File: src/rtl/hwpe_periph_csb_bridge_if.sv
// rtl/hwpe_periph_csb_bridge_if.sv - HWPE peripheral-slave and NVDLA CSB bus interfaces for the bridge

// Cluster peripheral bus: req/gnt request phase, r_valid response phase
interface hwpe_periph_if #(
  parameter int ID_WIDTH = 1
);
  logic                req;
  logic [31:0]         add;
  logic                wen;
  logic [3:0]          be;
  logic [31:0]         data;
  logic [ID_WIDTH-1:0] id;
  logic                gnt;
  logic [31:0]         r_data;
  logic                r_valid;
  logic [ID_WIDTH-1:0] r_id;

  modport master (
    output req, add, wen, be, data, id,
    input  gnt, r_data, r_valid, r_id
  );

  modport slave (
    input  req, add, wen, be, data, id,
    output gnt, r_data, r_valid, r_id
  );
endinterface

// NVDLA CSB port: valid/ready request channel, nvdla2csb response strobes
interface nvdla_csb_if #(
  parameter int ADDR_WIDTH = 16
);
  logic                  valid;
  logic                  ready;
  logic [ADDR_WIDTH-1:0] addr;
  logic [31:0]           wdat;
  logic                  write;
  logic                  nposted;
  logic                  rsp_valid;
  logic [31:0]           rsp_data;
  logic                  wr_complete;

  modport master (
    output valid, addr, wdat, write, nposted,
    input  ready, rsp_valid, rsp_data, wr_complete
  );

  modport slave (
    input  valid, addr, wdat, write, nposted,
    output ready, rsp_valid, rsp_data, wr_complete
  );
endinterface

File: src/rtl/hwpe_periph_csb_bridge.sv
// rtl/hwpe_periph_csb_bridge.sv - periph-slave to NVDLA CSB bridge, one access in flight, read timeout; HWPE_CSB_NONPOSTED_WR_EN enables non-posted writes

module hwpe_periph_csb_bridge #(
  parameter int unsigned ID_WIDTH       = 1,
  parameter int unsigned CSB_ADDR_WIDTH = 16,
  parameter int unsigned TIMEOUT_CYCLES = 1024,
  parameter logic [31:0] TIMEOUT_DATA   = 32'hDEAD_BEEF
) (
  input  logic         clk_i,
  input  logic         rst_ni,
  hwpe_periph_if.slave periph,
  nvdla_csb_if.master  csb
);

  // Counter only needs to reach TIMEOUT_CYCLES-2: WAIT_RD lasts at most TIMEOUT_CYCLES-1 cycles,
  // so the response lands exactly TIMEOUT_CYCLES cycles after the CSB accept.
  localparam int unsigned     CNT_W    = (TIMEOUT_CYCLES > 2) ? $clog2(TIMEOUT_CYCLES) : 1;
  localparam logic [CNT_W-1:0] CNT_LAST = CNT_W'(TIMEOUT_CYCLES - 2);

`ifdef HWPE_CSB_NONPOSTED_WR_EN
  localparam bit NONPOSTED_WR = 1'b1;
`else
  localparam bit NONPOSTED_WR = 1'b0;
`endif

  typedef enum logic [2:0] {
    IDLE    = 3'd0,
    ISSUE   = 3'd1,
    WAIT_RD = 3'd2,
    WAIT_WR = 3'd3,
    RESP    = 3'd4
  } state_e;

  state_e                    state_q, state_d;
  logic [CSB_ADDR_WIDTH-1:0] addr_q, addr_d;
  logic [31:0]               wdat_q, wdat_d;
  logic                      write_q, write_d;
  logic [ID_WIDTH-1:0]       id_q, id_d;
  logic [31:0]               rdata_q, rdata_d;
  logic [CNT_W-1:0]          cnt_q, cnt_d;
  logic                      gnt;

  // Byte enables and the address bits outside the CSB word range carry no information for CSB
  logic unused_add_be;
  assign unused_add_be = ^{periph.be, periph.add[31:CSB_ADDR_WIDTH+2], periph.add[1:0]};

  // State and latched transaction fields; reset abandons any access in flight
  always_ff @(posedge clk_i) begin
    if (!rst_ni) begin
      state_q <= IDLE;
      addr_q  <= '0;
      wdat_q  <= '0;
      write_q <= 1'b0;
      id_q    <= '0;
      rdata_q <= '0;
      cnt_q   <= '0;
    end else begin
      state_q <= state_d;
      addr_q  <= addr_d;
      wdat_q  <= wdat_d;
      write_q <= write_d;
      id_q    <= id_d;
      rdata_q <= rdata_d;
      cnt_q   <= cnt_d;
    end
  end

  // Next-state and field capture; counter defaults to zero so it clears whenever WAIT_RD is left
  always_comb begin
    state_d = state_q;
    addr_d  = addr_q;
    wdat_d  = wdat_q;
    write_d = write_q;
    id_d    = id_q;
    rdata_d = rdata_q;
    cnt_d   = '0;
    gnt     = 1'b0;

    case (state_q)
      IDLE: begin
        gnt = periph.req;
        if (periph.req) begin
          addr_d  = periph.add[CSB_ADDR_WIDTH+1:2];
          write_d = ~periph.wen;
          wdat_d  = periph.data;
          id_d    = periph.id;
          rdata_d = '0;
          state_d = ISSUE;
        end
      end

      ISSUE: begin
        if (csb.ready) begin
          if (!write_q) begin
            state_d = WAIT_RD;
          end else if (NONPOSTED_WR) begin
            state_d = WAIT_WR;
          end else begin
            state_d = RESP;
          end
        end
      end

      WAIT_RD: begin
        // Real data arriving on the expiry cycle takes priority over the timeout pattern
        if (csb.rsp_valid) begin
          rdata_d = csb.rsp_data;
          state_d = RESP;
        end else if (cnt_q == CNT_LAST) begin
          rdata_d = TIMEOUT_DATA;
          state_d = RESP;
        end else begin
          cnt_d = cnt_q + CNT_W'(1);
        end
      end

      WAIT_WR: begin
        if (csb.wr_complete) begin
          state_d = RESP;
        end
      end

      RESP: begin
        state_d = IDLE;
      end

      default: begin
        state_d = IDLE;
      end
    endcase
  end

  assign periph.gnt     = gnt;
  assign periph.r_valid = (state_q == RESP);
  assign periph.r_data  = rdata_q;
  assign periph.r_id    = id_q;

  assign csb.valid   = (state_q == ISSUE);
  assign csb.addr    = addr_q;
  assign csb.wdat    = wdat_q;
  assign csb.write   = write_q;
  assign csb.nposted = write_q & NONPOSTED_WR;

endmodule

File: src/flat_wrapper.sv
// flat-port wrapper written by rule: the top's interface ports become plain ports
module hwpe_periph_csb_bridge_flat 
#(
  parameter int unsigned ID_WIDTH       = 1,
  parameter int unsigned CSB_ADDR_WIDTH = 16,
  parameter int unsigned TIMEOUT_CYCLES = 1024,
  parameter logic [31:0] TIMEOUT_DATA   = 32'hDEAD_BEEF
)
  (clk_i, rst_ni, periph_req, periph_add, periph_wen, periph_be, periph_data, periph_id, periph_gnt, periph_r_data, periph_r_valid, periph_r_id, csb_valid, csb_addr, csb_wdat, csb_write, csb_nposted, csb_ready, csb_rsp_valid, csb_rsp_data, csb_wr_complete);
  hwpe_periph_if #(.ID_WIDTH(ID_WIDTH)) periph_i ();
  nvdla_csb_if #(.ADDR_WIDTH((16))) csb_i ();
  input  logic clk_i;
  input  logic rst_ni;
  input wire logic [$bits(periph_i.req)-1:0] periph_req;
  input wire logic [$bits(periph_i.add)-1:0] periph_add;
  input wire logic [$bits(periph_i.wen)-1:0] periph_wen;
  input wire logic [$bits(periph_i.be)-1:0] periph_be;
  input wire logic [$bits(periph_i.data)-1:0] periph_data;
  input wire logic [$bits(periph_i.id)-1:0] periph_id;
  output wire logic [$bits(periph_i.gnt)-1:0] periph_gnt;
  output wire logic [$bits(periph_i.r_data)-1:0] periph_r_data;
  output wire logic [$bits(periph_i.r_valid)-1:0] periph_r_valid;
  output wire logic [$bits(periph_i.r_id)-1:0] periph_r_id;
  output wire logic [$bits(csb_i.valid)-1:0] csb_valid;
  output wire logic [$bits(csb_i.addr)-1:0] csb_addr;
  output wire logic [$bits(csb_i.wdat)-1:0] csb_wdat;
  output wire logic [$bits(csb_i.write)-1:0] csb_write;
  output wire logic [$bits(csb_i.nposted)-1:0] csb_nposted;
  input wire logic [$bits(csb_i.ready)-1:0] csb_ready;
  input wire logic [$bits(csb_i.rsp_valid)-1:0] csb_rsp_valid;
  input wire logic [$bits(csb_i.rsp_data)-1:0] csb_rsp_data;
  input wire logic [$bits(csb_i.wr_complete)-1:0] csb_wr_complete;
  assign periph_i.req = periph_req;
  assign periph_i.add = periph_add;
  assign periph_i.wen = periph_wen;
  assign periph_i.be = periph_be;
  assign periph_i.data = periph_data;
  assign periph_i.id = periph_id;
  assign periph_gnt = periph_i.gnt;
  assign periph_r_data = periph_i.r_data;
  assign periph_r_valid = periph_i.r_valid;
  assign periph_r_id = periph_i.r_id;
  assign csb_valid = csb_i.valid;
  assign csb_addr = csb_i.addr;
  assign csb_wdat = csb_i.wdat;
  assign csb_write = csb_i.write;
  assign csb_nposted = csb_i.nposted;
  assign csb_i.ready = csb_ready;
  assign csb_i.rsp_valid = csb_rsp_valid;
  assign csb_i.rsp_data = csb_rsp_data;
  assign csb_i.wr_complete = csb_wr_complete;
  hwpe_periph_csb_bridge #(.ID_WIDTH(ID_WIDTH), .CSB_ADDR_WIDTH(CSB_ADDR_WIDTH), .TIMEOUT_CYCLES(TIMEOUT_CYCLES), .TIMEOUT_DATA(TIMEOUT_DATA)) u_core (.clk_i(clk_i), .rst_ni(rst_ni), .periph(periph_i), .csb(csb_i));
endmodule
File: config.mk
export PLATFORM = sky130hd
export DESIGN_NAME = hwpe_periph_csb_bridge_flat
export DESIGN_NICKNAME = d
export VERILOG_FILES = /design/src/rtl/hwpe_periph_csb_bridge_if.sv /design/src/rtl/hwpe_periph_csb_bridge.sv /design/src/flat_wrapper.sv
export SDC_FILE = /design/constraint.sdc
export NUM_CORES = 1
export LEC_CHECK = 0
export CAP_MARGIN = 20
export CORE_MARGIN = 4
export CORE_UTILIZATION = 42
export DETAILED_ROUTE_END_ITERATION = 8
export HOLD_SLACK_MARGIN = 0.06
export PLACE_DENSITY = 0.86
export SYNTH_ARGS = -nofsm -noshare
export SYNTH_HDL_FRONTEND = slang
export SYNTH_SLANG_ARGS = --single-unit
export TNS_END_PERCENT = 5
File: constraint.sdc
create_clock -name clk_i -period 5.9 [get_ports clk_i]
set_clock_uncertainty 0.15 [all_clocks]
set_input_delay 0.885 -clock clk_i [delete_from_list [all_inputs] [get_ports clk_i]]
set_output_delay 0.885 -clock clk_i [all_outputs]
set_load 0.005 [all_outputs]
==> results of run 1 <==
area by class of cell:
type	count	area, um2
fillers	694	2803
flip-flops and latches	95	1902
repair buffers	176	1752
multi-input cells	286	1481
clock buffers	11	131.4
well taps	105	131.4
clock inverters	5	42.54
inverters	4	15.01
where the power goes:
part,switching [mW],leakage (nW),internal [mW]
registers,0.0194,0.774,0.674
logic,0.107,1.09,0.136
clock network,0.223,0.0845,0.158
registers in the layout, summed over array words and instances, names as in the netlist:
signal / flops
u_core.state_q: 3
u_core.csb.write: 1
u_core.periph.r_id: 1
u_core.csb.wdat: 32
u_core.cnt_q: 10
u_core.csb.addr: 16
u_core.periph.r_data: 32
kinds of logic (layout without fill, tap and decap cells):
group	count (synthesis)	in the layout	share of synthesized area, %
AO/OA/AOI/OAI	98	98	16.83
flip-flops	95	95	52.85
adder cells (fa/ha/maj)	2	2	0.6953
XOR/XNOR	8	8	1.947
buffers and inverters	36	196	5.980
AND/OR/NAND/NOR	175	175	21.04
other	1	1	0.1042
multiplexers	2	2	0.5564
worst max-delay path by stage:
stage	slack, ns	startpoint	endpoint
final	1.44	periph_req	periph_gnt
after global routing	1.29	periph_req	periph_gnt
after CTS	1.42	periph_req	periph_gnt
after detailed placement	1.45	periph_req	periph_gnt
after global placement	1.43	periph_req	periph_gnt
after floorplan	3.17	periph_req	periph_gnt
per-layer routing:
| layer | track usage, % | share of wire [%] | wire (um) | vias up |
|---|---|---|---|---|
| met5 | 0 | 0 | 0 | - |
| met4 | 8.912 | 2.4 | 244 | 0 |
| met3 | 5.467 | 7.6 | 758 | 16 |
| met2 | 32.72 | 49 | 4909 | 130 |
| met1 | 22.40 | 41 | 4079 | 1604 |
| li1 | - | - | - | 1714 |
synth_stat cells (2+ instances only):
| cell | count | area, um2 |
|---|---|---|
| a21oi_1 | 52 | 260.3 |
| a32o_1 | 8 | 80.08 |
| and3_1 | 3 | 18.77 |
| buf_2 | 4 | 20.02 |
| buf_4 | 6 | 45.04 |
| buf_6 | 7 | 78.83 |
| clkbuf_1 | 15 | 56.30 |
| dfxtp_1 | 95 | 1902 |
| ha_1 | 2 | 25.02 |
| inv_2 | 2 | 7.510 |
| mux2i_1 | 2 | 20.02 |
| nand2_1 | 125 | 469.2 |
| nand3_1 | 4 | 20.02 |
| nand4_1 | 3 | 18.77 |
| nor2_1 | 17 | 63.81 |
| nor2_2 | 9 | 56.30 |
| nor3_1 | 2 | 10.01 |
| nor3b_1 | 2 | 15.01 |
| o2111ai_1 | 9 | 78.83 |
| o21ai_0 | 9 | 45.04 |
| o22ai_1 | 16 | 100.1 |
| xor2_1 | 7 | 61.31 |
stage by stage:
| stage | std cells | util [%] | worst slack, ns |
|---|---|---|---|
| floorplan | 417 | - | 3.167 |
| global placement | 666 | 63.95 | 1.431 |
| detailed placement | 666 | 63.95 | 1.445 |
| CTS | 682 | 66.06 | 1.425 |
| global route | 682 | 66.06 | 1.293 |
| finish | 682 | 66.06 | 1.439 |
placed cells by master, fill, tap and decap left out, drive strengths merged, types with 4 or more instances in the layout:
master           n
o22ai           16
nand2          126
buf              4
a21oi           52
clkdlybuf4s50  172
inv              5
xor2             7
dfxtp           95
o2111ai          9
nor2            26
a32o             8
clkbuf          11
nand3            4
o21ai           10
critical path, delay by kind of cell:
family                 cells  cell delay (ns)
buffers and inverters      5             1.91
AND/OR/NAND/NOR            1             0.58
==> flow_summary.json, run 1 <==
{
  "finalCritPeriodShare_pct": 75.61,
  "first_global_vias": 3361,
  "dr.first_iter.drc_count": 130,
  "whs_path_depth": 2,
  "hold_violations": 0,
  "fp.coreArea_um2": 8258,
  "yosysUniqueCellTypes": 40,
  "first_pass_iters": 4,
  "ys_async_sr_fraction_pct": 0,
  "powerDensity_nw_per_um2": 241.6,
  "timing.fmax_mhz": 224.2,
  "diodes": 0,
  "vias": 3464,
  "cts_tree": "built",
  "areaGrowthSynthToFinish_pct": 51.60,
  "r2r-start": "u_core.state_q[0]",
  "arrival_ns": 3.43,
  "die_h_um": 100.6,
  "worst_hold_startpoint": "u_core.csb.wdat[4]",
  "root_buffer": "clkbuf_8",
  "viasPerCell": 5.079,
  "synth_flop_cell": "dfxtp_1",
  "drv_slew": 0,
  "hold_class": "reg2reg",
  "cpPeakStageDelay_ns": 0.60,
  "antenna_found_initial": 0,
  "setup_tns_ns": 0,
  "ioPinCount": 194,
  "tightest_slew_ns": 0.7136,
  "required_ns": 4.87,
  "syn-instance-count": 417,
  "ctsHoldBuffers": 0,
  "synth-edff-count": 0,
  "worstHoldEndpoint": "u_core.csb.wdat[4]",
  "place.gp.congestion": 0.7866,
  "layout-drive-gt1-share_pct": 6.239,
  "avgSynthCellArea_um2": 8.629,
  "cpMaxStageDelayCell": "clkdlybuf4s50_1",
  "synth_area_um2": 3598,
  "placed_area_um2": 5281,
  "grt.total_usage_pct": 19.26,
  "synth_sequential_area_ratio_pct": 52.85,
  "timing.hold.ws_ns": 0.3047,
  "power_mw": 1.318,
  "synth_seq_cells": 95,
  "grt_pass1_wl_mm": 15.81,
  "relSlewSlack_pct": 52.22,
  "cts_sinks": 95,
  "final_nets": 682,
  "cts_buffers": 9,
  "die_area_um2": 10110,
  "cap_violations": 0,
  "ctsResizeCount": 0,
  "startpoint_type": "input port",
  "rr_worst_depth": 6,
  "crit_type": "in2out",
  "dieWidth_um": 100.6,
  "drc": 0,
  "cts_max_level": 3,
  "wl_mm": 9.991,
  "ys_warn_count": 0,
  "ant_nets": 0,
  "setup_violations": 0,
  "irDropWorstVdd_uv": 155.5,
  "design_area_um2": 5455,
  "grt_setup_unrepaired": "no",
  "num_rows": 33,
  "cts_setup_buffers": 0,
  "path_cells": "clkdlybuf4s50_1 > or4b_2 > buf_4 > inv_2 > buf_4 > clkdlybuf4s50_1",
  "cts_max_path_buffers": 2,
  "total_leakage_power_nw": 1.948,
  "clkSlewWorstSetupHoldPaths_ns": 0.08,
  "wire_per_inst_um": 14.65,
  "grt_start_max_net_pins": 53,
  "worstSkewPairLatency_ns": 0.34,
  "dpl.hpwl_mm": 7.157,
  "reg2reg_slack_ns": 3.49,
  "start_util_pct": 43.58,
  "timing.rr.end": "u_core.csb.write",
  "synth_nets": 527,
  "crit_path_end_kind": "output port",
  "grt_overflow": 0,
  "critical_path_peak_fanout": 52,
  "fin_crit_ns": 4.461,
  "io_buffers": 172,
  "status": "complete, no violations"
}
No activity file was read; power rests on OpenSTA's default activity.
==> run 2: changes to the inputs <==
--- a/config.mk
+++ b/config.mk
@@ -7,10 +7,10 @@
 export LEC_CHECK = 0
 export CAP_MARGIN = 20
 export CORE_MARGIN = 4
-export CORE_UTILIZATION = 42
+export CORE_UTILIZATION = 35
 export DETAILED_ROUTE_END_ITERATION = 8
 export HOLD_SLACK_MARGIN = 0.06
-export PLACE_DENSITY = 0.86
+export PLACE_DENSITY = 0.76
 export SYNTH_ARGS = -nofsm -noshare
 export SYNTH_HDL_FRONTEND = slang
 export SYNTH_SLANG_ARGS = --single-unit
==> constraint.sdc (replaced) <==
create_clock -name clk_i -period 4 [get_ports clk_i]
set_clock_uncertainty 0.15 [all_clocks]
set_input_delay 0.6 -clock clk_i [delete_from_list [all_inputs] [get_ports clk_i]]
set_output_delay 0.6 -clock clk_i [all_outputs]
set_load 0.005 [all_outputs]
==> flow_summary.json, run 2 (same netlist as run 1, synthesis figures left out) <==
{
  "clkSlewWorstSetupHoldPaths_ns": 0.09,
  "design_area_um2": 5517,
  "diodes": 0,
  "drv_slew": 0,
  "grt.total_usage_pct": 16.45,
  "first_pass_iters": 5,
  "final_nets": 682,
  "die_area_um2": 11970,
  "cts_max_level": 3,
  "antenna_found_initial": 0,
  "root_buffer": "clkbuf_8",
  "timing.hold.ws_ns": 0.3098,
  "first_global_vias": 3271,
  "layout-drive-gt1-share_pct": 6.239,
  "fp.coreArea_um2": 9910,
  "vias": 3445,
  "cts_sinks": 95,
  "startpoint_type": "input port",
  "relSlewSlack_pct": 54.57,
  "cts_buffers": 9,
  "hold_violations": 0,
  "die_h_um": 109.4,
  "worstSkewPairLatency_ns": 0.36,
  "setup_tns_ns": 0,
  "irDropWorstVdd_uv": 165.1,
  "crit_path_end_kind": "output port",
  "finalCritPeriodShare_pct": 76.85,
  "setup_violations": 0,
  "grt_pass1_wl_mm": 15.59,
  "place.gp.congestion": 0.7932,
  "start_util_pct": 36.31,
  "timing.fmax_mhz": 325.3,
  "whs_path_depth": 2,
  "cap_violations": 0,
  "placed_area_um2": 5316,
  "wl_mm": 10.09,
  "final_cells": 710,
  "io_buffers": 172,
  "wire_per_inst_um": 14.21,
  "grt_overflow": 0,
  "total_leakage_power_nw": 1.961,
  "num_rows": 36,
  "dp_cells": 694,
  "final_core_util_pct": 55.67,
  "ctsHoldBuffers": 0,
  "dpl.hpwl_mm": 7.258,
  "tightest_slew_ns": 0.6786,
  "ant_nets": 0,
  "drc": 0,
  "required_ns": 3.25,
  "final_cell_mix": "clkdlybuf4s50_1, nand2_1, dfxtp_1",
  "fin_crit_ns": 3.074,
  "rr_worst_depth": 6,
  "critical_path_peak_fanout": 3,
  "dieWidth_um": 109.4,
  "cts_setup_buffers": 0,
  "ioPinCount": 194,
  "dr.first_iter.drc_count": 151,
  "cts_tree": "built",
  "final_common_cell": "clkdlybuf4s50_1",
  "arrival_ns": 2.32,
  "cts_max_path_buffers": 2,
  "status": "complete, no violations",
  "grt_start_max_net_pins": 52,
  "grt_setup_unrepaired": "no",
  "viasPerCell": 4.852,
  "powerDensity_nw_per_um2": 365.1,
  "crit_type": "in2out",
  "areaGrowthSynthToFinish_pct": 53.30,
  "hold_class": "reg2reg",
  "ctsResizeCount": 0
}
==> run 2: final timing paths <==
kind,start,end,slack (ns)
hold / removal,u_core.csb.addr[3],u_core.csb.addr[3],0.31
setup reg to reg,u_core.cnt_q[0],u_core.periph.r_data[26],1.66
hold reg to reg,u_core.csb.addr[3],u_core.csb.addr[3],0.31
setup / recovery,periph_req,periph_gnt,0.93
==> run 2: through the flow <==
step | power [mW] | setup slack, ns
global placement | 1.396 | 0.9405
CTS | 2.045 | 0.9172
global route | 2.125 | 0.8854
floorplan | 1.205 | 1.837
finish | 2.014 | 0.9261
detailed placement | 1.405 | 0.9427
==> run 2: cell type report <==
type / count / area, um2
Clock buffer: 12 / 145.1
Clock inverter: 4 / 55.05
Fill cell: 932 / 4393
Inverter: 4 / 15.01
Multi-Input combinational cell: 286 / 1481
Sequential cell: 95 / 1902
Tap cell: 133 / 166.4
Timing Repair Buffer: 176 / 1752
==> run 2: where the power goes <==
| group | switching, mW | internal (mW) |
|---|---|---|
| clock | 0.325 | 0.309 |
| sequential | 0.0294 | 0.994 |
| combinational | 0.155 | 0.201 |
| total | 0.510 | 1.50 |
==> run 2: critical path, cell delays in order <==
cell and delay (ns):
clkdlybuf4s50_1 0.51, or4b_2 0.63, inv_2 0.09, clkdlybuf4s50_1 0.50
==> run 2: layer usage <==
layer  vias to the layer above  GRT usage (%)  part of all wire [%]
li1                       1713              -                     -
met1                      1603          19.43                    41
met2                       113          27.42                    49
met3                        16          5.755                   7.5
met4                         0          6.233                   1.8
met5                         -              0                     0
==> run 3: changes to the inputs <==
--- a/config.mk
+++ b/config.mk
@@ -7,10 +7,10 @@
 export LEC_CHECK = 0
 export CAP_MARGIN = 20
 export CORE_MARGIN = 4
-export CORE_UTILIZATION = 35
+export CORE_UTILIZATION = 39
 export DETAILED_ROUTE_END_ITERATION = 8
 export HOLD_SLACK_MARGIN = 0.06
-export PLACE_DENSITY = 0.76
+export PLACE_DENSITY = 0.8
 export SYNTH_ARGS = -nofsm -noshare
 export SYNTH_HDL_FRONTEND = slang
 export SYNTH_SLANG_ARGS = --single-unit
==> constraint.sdc (replaced) <==
create_clock -name clk_i -period 3.1 [get_ports clk_i]
set_clock_uncertainty 0.15 [all_clocks]
set_input_delay 0.465 -clock clk_i [delete_from_list [all_inputs] [get_ports clk_i]]
set_output_delay 0.465 -clock clk_i [all_outputs]
set_load 0.005 [all_outputs]
==> flow_summary.json, run 3 (same netlist as run 1, synthesis figures left out) <==
{
  "die_area_um2": 10830,
  "viasPerCell": 4.996,
  "startpoint_type": "input port",
  "final_nets": 682,
  "irDropWorstVdd_uv": 286.1,
  "setup_violations": 0,
  "areaGrowthSynthToFinish_pct": 52.05,
  "fp.coreArea_um2": 8848,
  "power_mw": 2.550,
  "setup_tns_ns": 0,
  "cts_tree": "built",
  "critical_path_peak_fanout": 3,
  "clkSlewWorstSetupHoldPaths_ns": 0.09,
  "final_common_cell": "clkdlybuf4s50_1",
  "diodes": 0,
  "worst_hold_startpoint": "u_core.csb.wdat[10]",
  "hold_class": "reg2reg",
  "finalCritPeriodShare_pct": 91.63,
  "cts_setup_buffers": 0,
  "status": "complete, no violations",
  "dr.first_iter.drc_count": 121,
  "start_util_pct": 40.67,
  "grt_start_max_net_pins": 52,
  "io_buffers": 172,
  "drc": 0,
  "crit_path_end_kind": "output port",
  "timing.hold.ws_ns": 0.3067,
  "cts_max_path_buffers": 2,
  "drv_slew": 0,
  "arrival_ns": 2.23,
  "first_global_vias": 3291,
  "grt_setup_unrepaired": "no",
  "ctsResizeCount": 0,
  "crit_type": "in2out",
  "cts_sinks": 95,
  "total_leakage_power_nw": 1.950,
  "cap_violations": 0,
  "r2r-start": "u_core.cnt_q[0]",
  "ant_nets": 0,
  "ioPinCount": 194,
  "dpl_worst_slack_ns": 0.2596,
  "layout-drive-gt1-share_pct": 6.586,
  "first_pass_iters": 4,
  "worstSkewPairLatency_ns": 0.35,
  "die_h_um": 104.1,
  "timing.fmax_mhz": 352.1,
  "dpl.hpwl_mm": 7.449,
  "wl_mm": 10.18,
  "num_rows": 34,
  "hold_violations": 0,
  "ctsHoldBuffers": 0,
  "relSlewSlack_pct": 55.69,
  "place.gp.congestion": 0.7626,
  "wire_per_inst_um": 14.87,
  "final_cell_mix": "clkdlybuf4s50_1, nand2_1, dfxtp_1",
  "cts_max_level": 3,
  "dieWidth_um": 104.1,
  "cts_buffers": 9,
  "design_area_um2": 5472,
  "tightest_slew_ns": 0.6618,
  "antenna_found_initial": 0,
  "placed_area_um2": 5285,
  "setup_slack_ns": 0.2596,
  "grt.total_usage_pct": 18.02,
  "timing.rr.end": "u_core.periph.r_data[27]",
  "required_ns": 2.48,
  "rr_worst_depth": 6,
  "fin_crit_ns": 2.840,
  "grt_overflow": 0,
  "root_buffer": "clkbuf_8",
  "worstHoldEndpoint": "u_core.csb.wdat[10]",
  "reg2reg_slack_ns": 0.66,
  "vias": 3422,
  "powerDensity_nw_per_um2": 466.1,
  "whs_path_depth": 2,
  "grt_pass1_wl_mm": 16.27
}
run 3: cell count changes in the layout (fill, tap and decap cells not counted), sizes merged:
cell and delta:
clkbuf -3, bufinv -1, clkinv -2, inv +4, clkinvlp +2
run 3: layer usage:
metal  GRT usage (%)  vias to the layer above  wire length, um
met3           4.469                       13              520
met5               0                        -                0
li1                -                     1720                -
met1           21.30                     1597             4321
met4           5.698                        0              179
met2           31.99                       92             5162
run 3: worst max path at each step:
stage	slack [ns]	to	startpoint	cells past startpoint
floorplan	1.19	periph_gnt	u_core.state_q[0]	5
global placement	0.27	periph_gnt	periph_req	4
detailed placement	0.26	periph_gnt	periph_req	4
CTS	0.24	periph_gnt	periph_req	4
global route	0.22	periph_gnt	periph_req	4
finish	0.26	periph_gnt	periph_req	4
run 3: stage by stage:
| step | std cells | utilization, % |
|---|---|---|
| 2_1_floorplan | 417 | - |
| 3_3_place_gp | 669 | 59.73 |
| 3_5_place_dp | 669 | 59.73 |
| 4_1_cts | 685 | 61.84 |
| 5_1_grt | 685 | 61.84 |
| 6_report | 685 | 61.84 |
run 3: cell type report:
cell class / instances / area [um2]
clock inverters: 7 / 62.56
inverters: 4 / 15.01
repair buffers: 176 / 1752
multi-input cells: 286 / 1481
fillers: 787 / 3377
clock buffers: 9 / 123.9
flip-flops and latches: 95 / 1902
well taps: 108 / 135.1
run 3: critical path: stages:
cell and delay [ns]:
clkdlybuf4s50_1 0.52, or4b_2 0.63, inv_2 0.08, clkdlybuf4s50_1 0.52
run 3: power breakdown:
part           internal [mW]  switching, mW  leakage (nW)
logic                  0.259          0.203          1.09
registers               1.28         0.0366         0.774
clock network          0.309          0.459        0.0863
total                   1.85          0.699          1.95
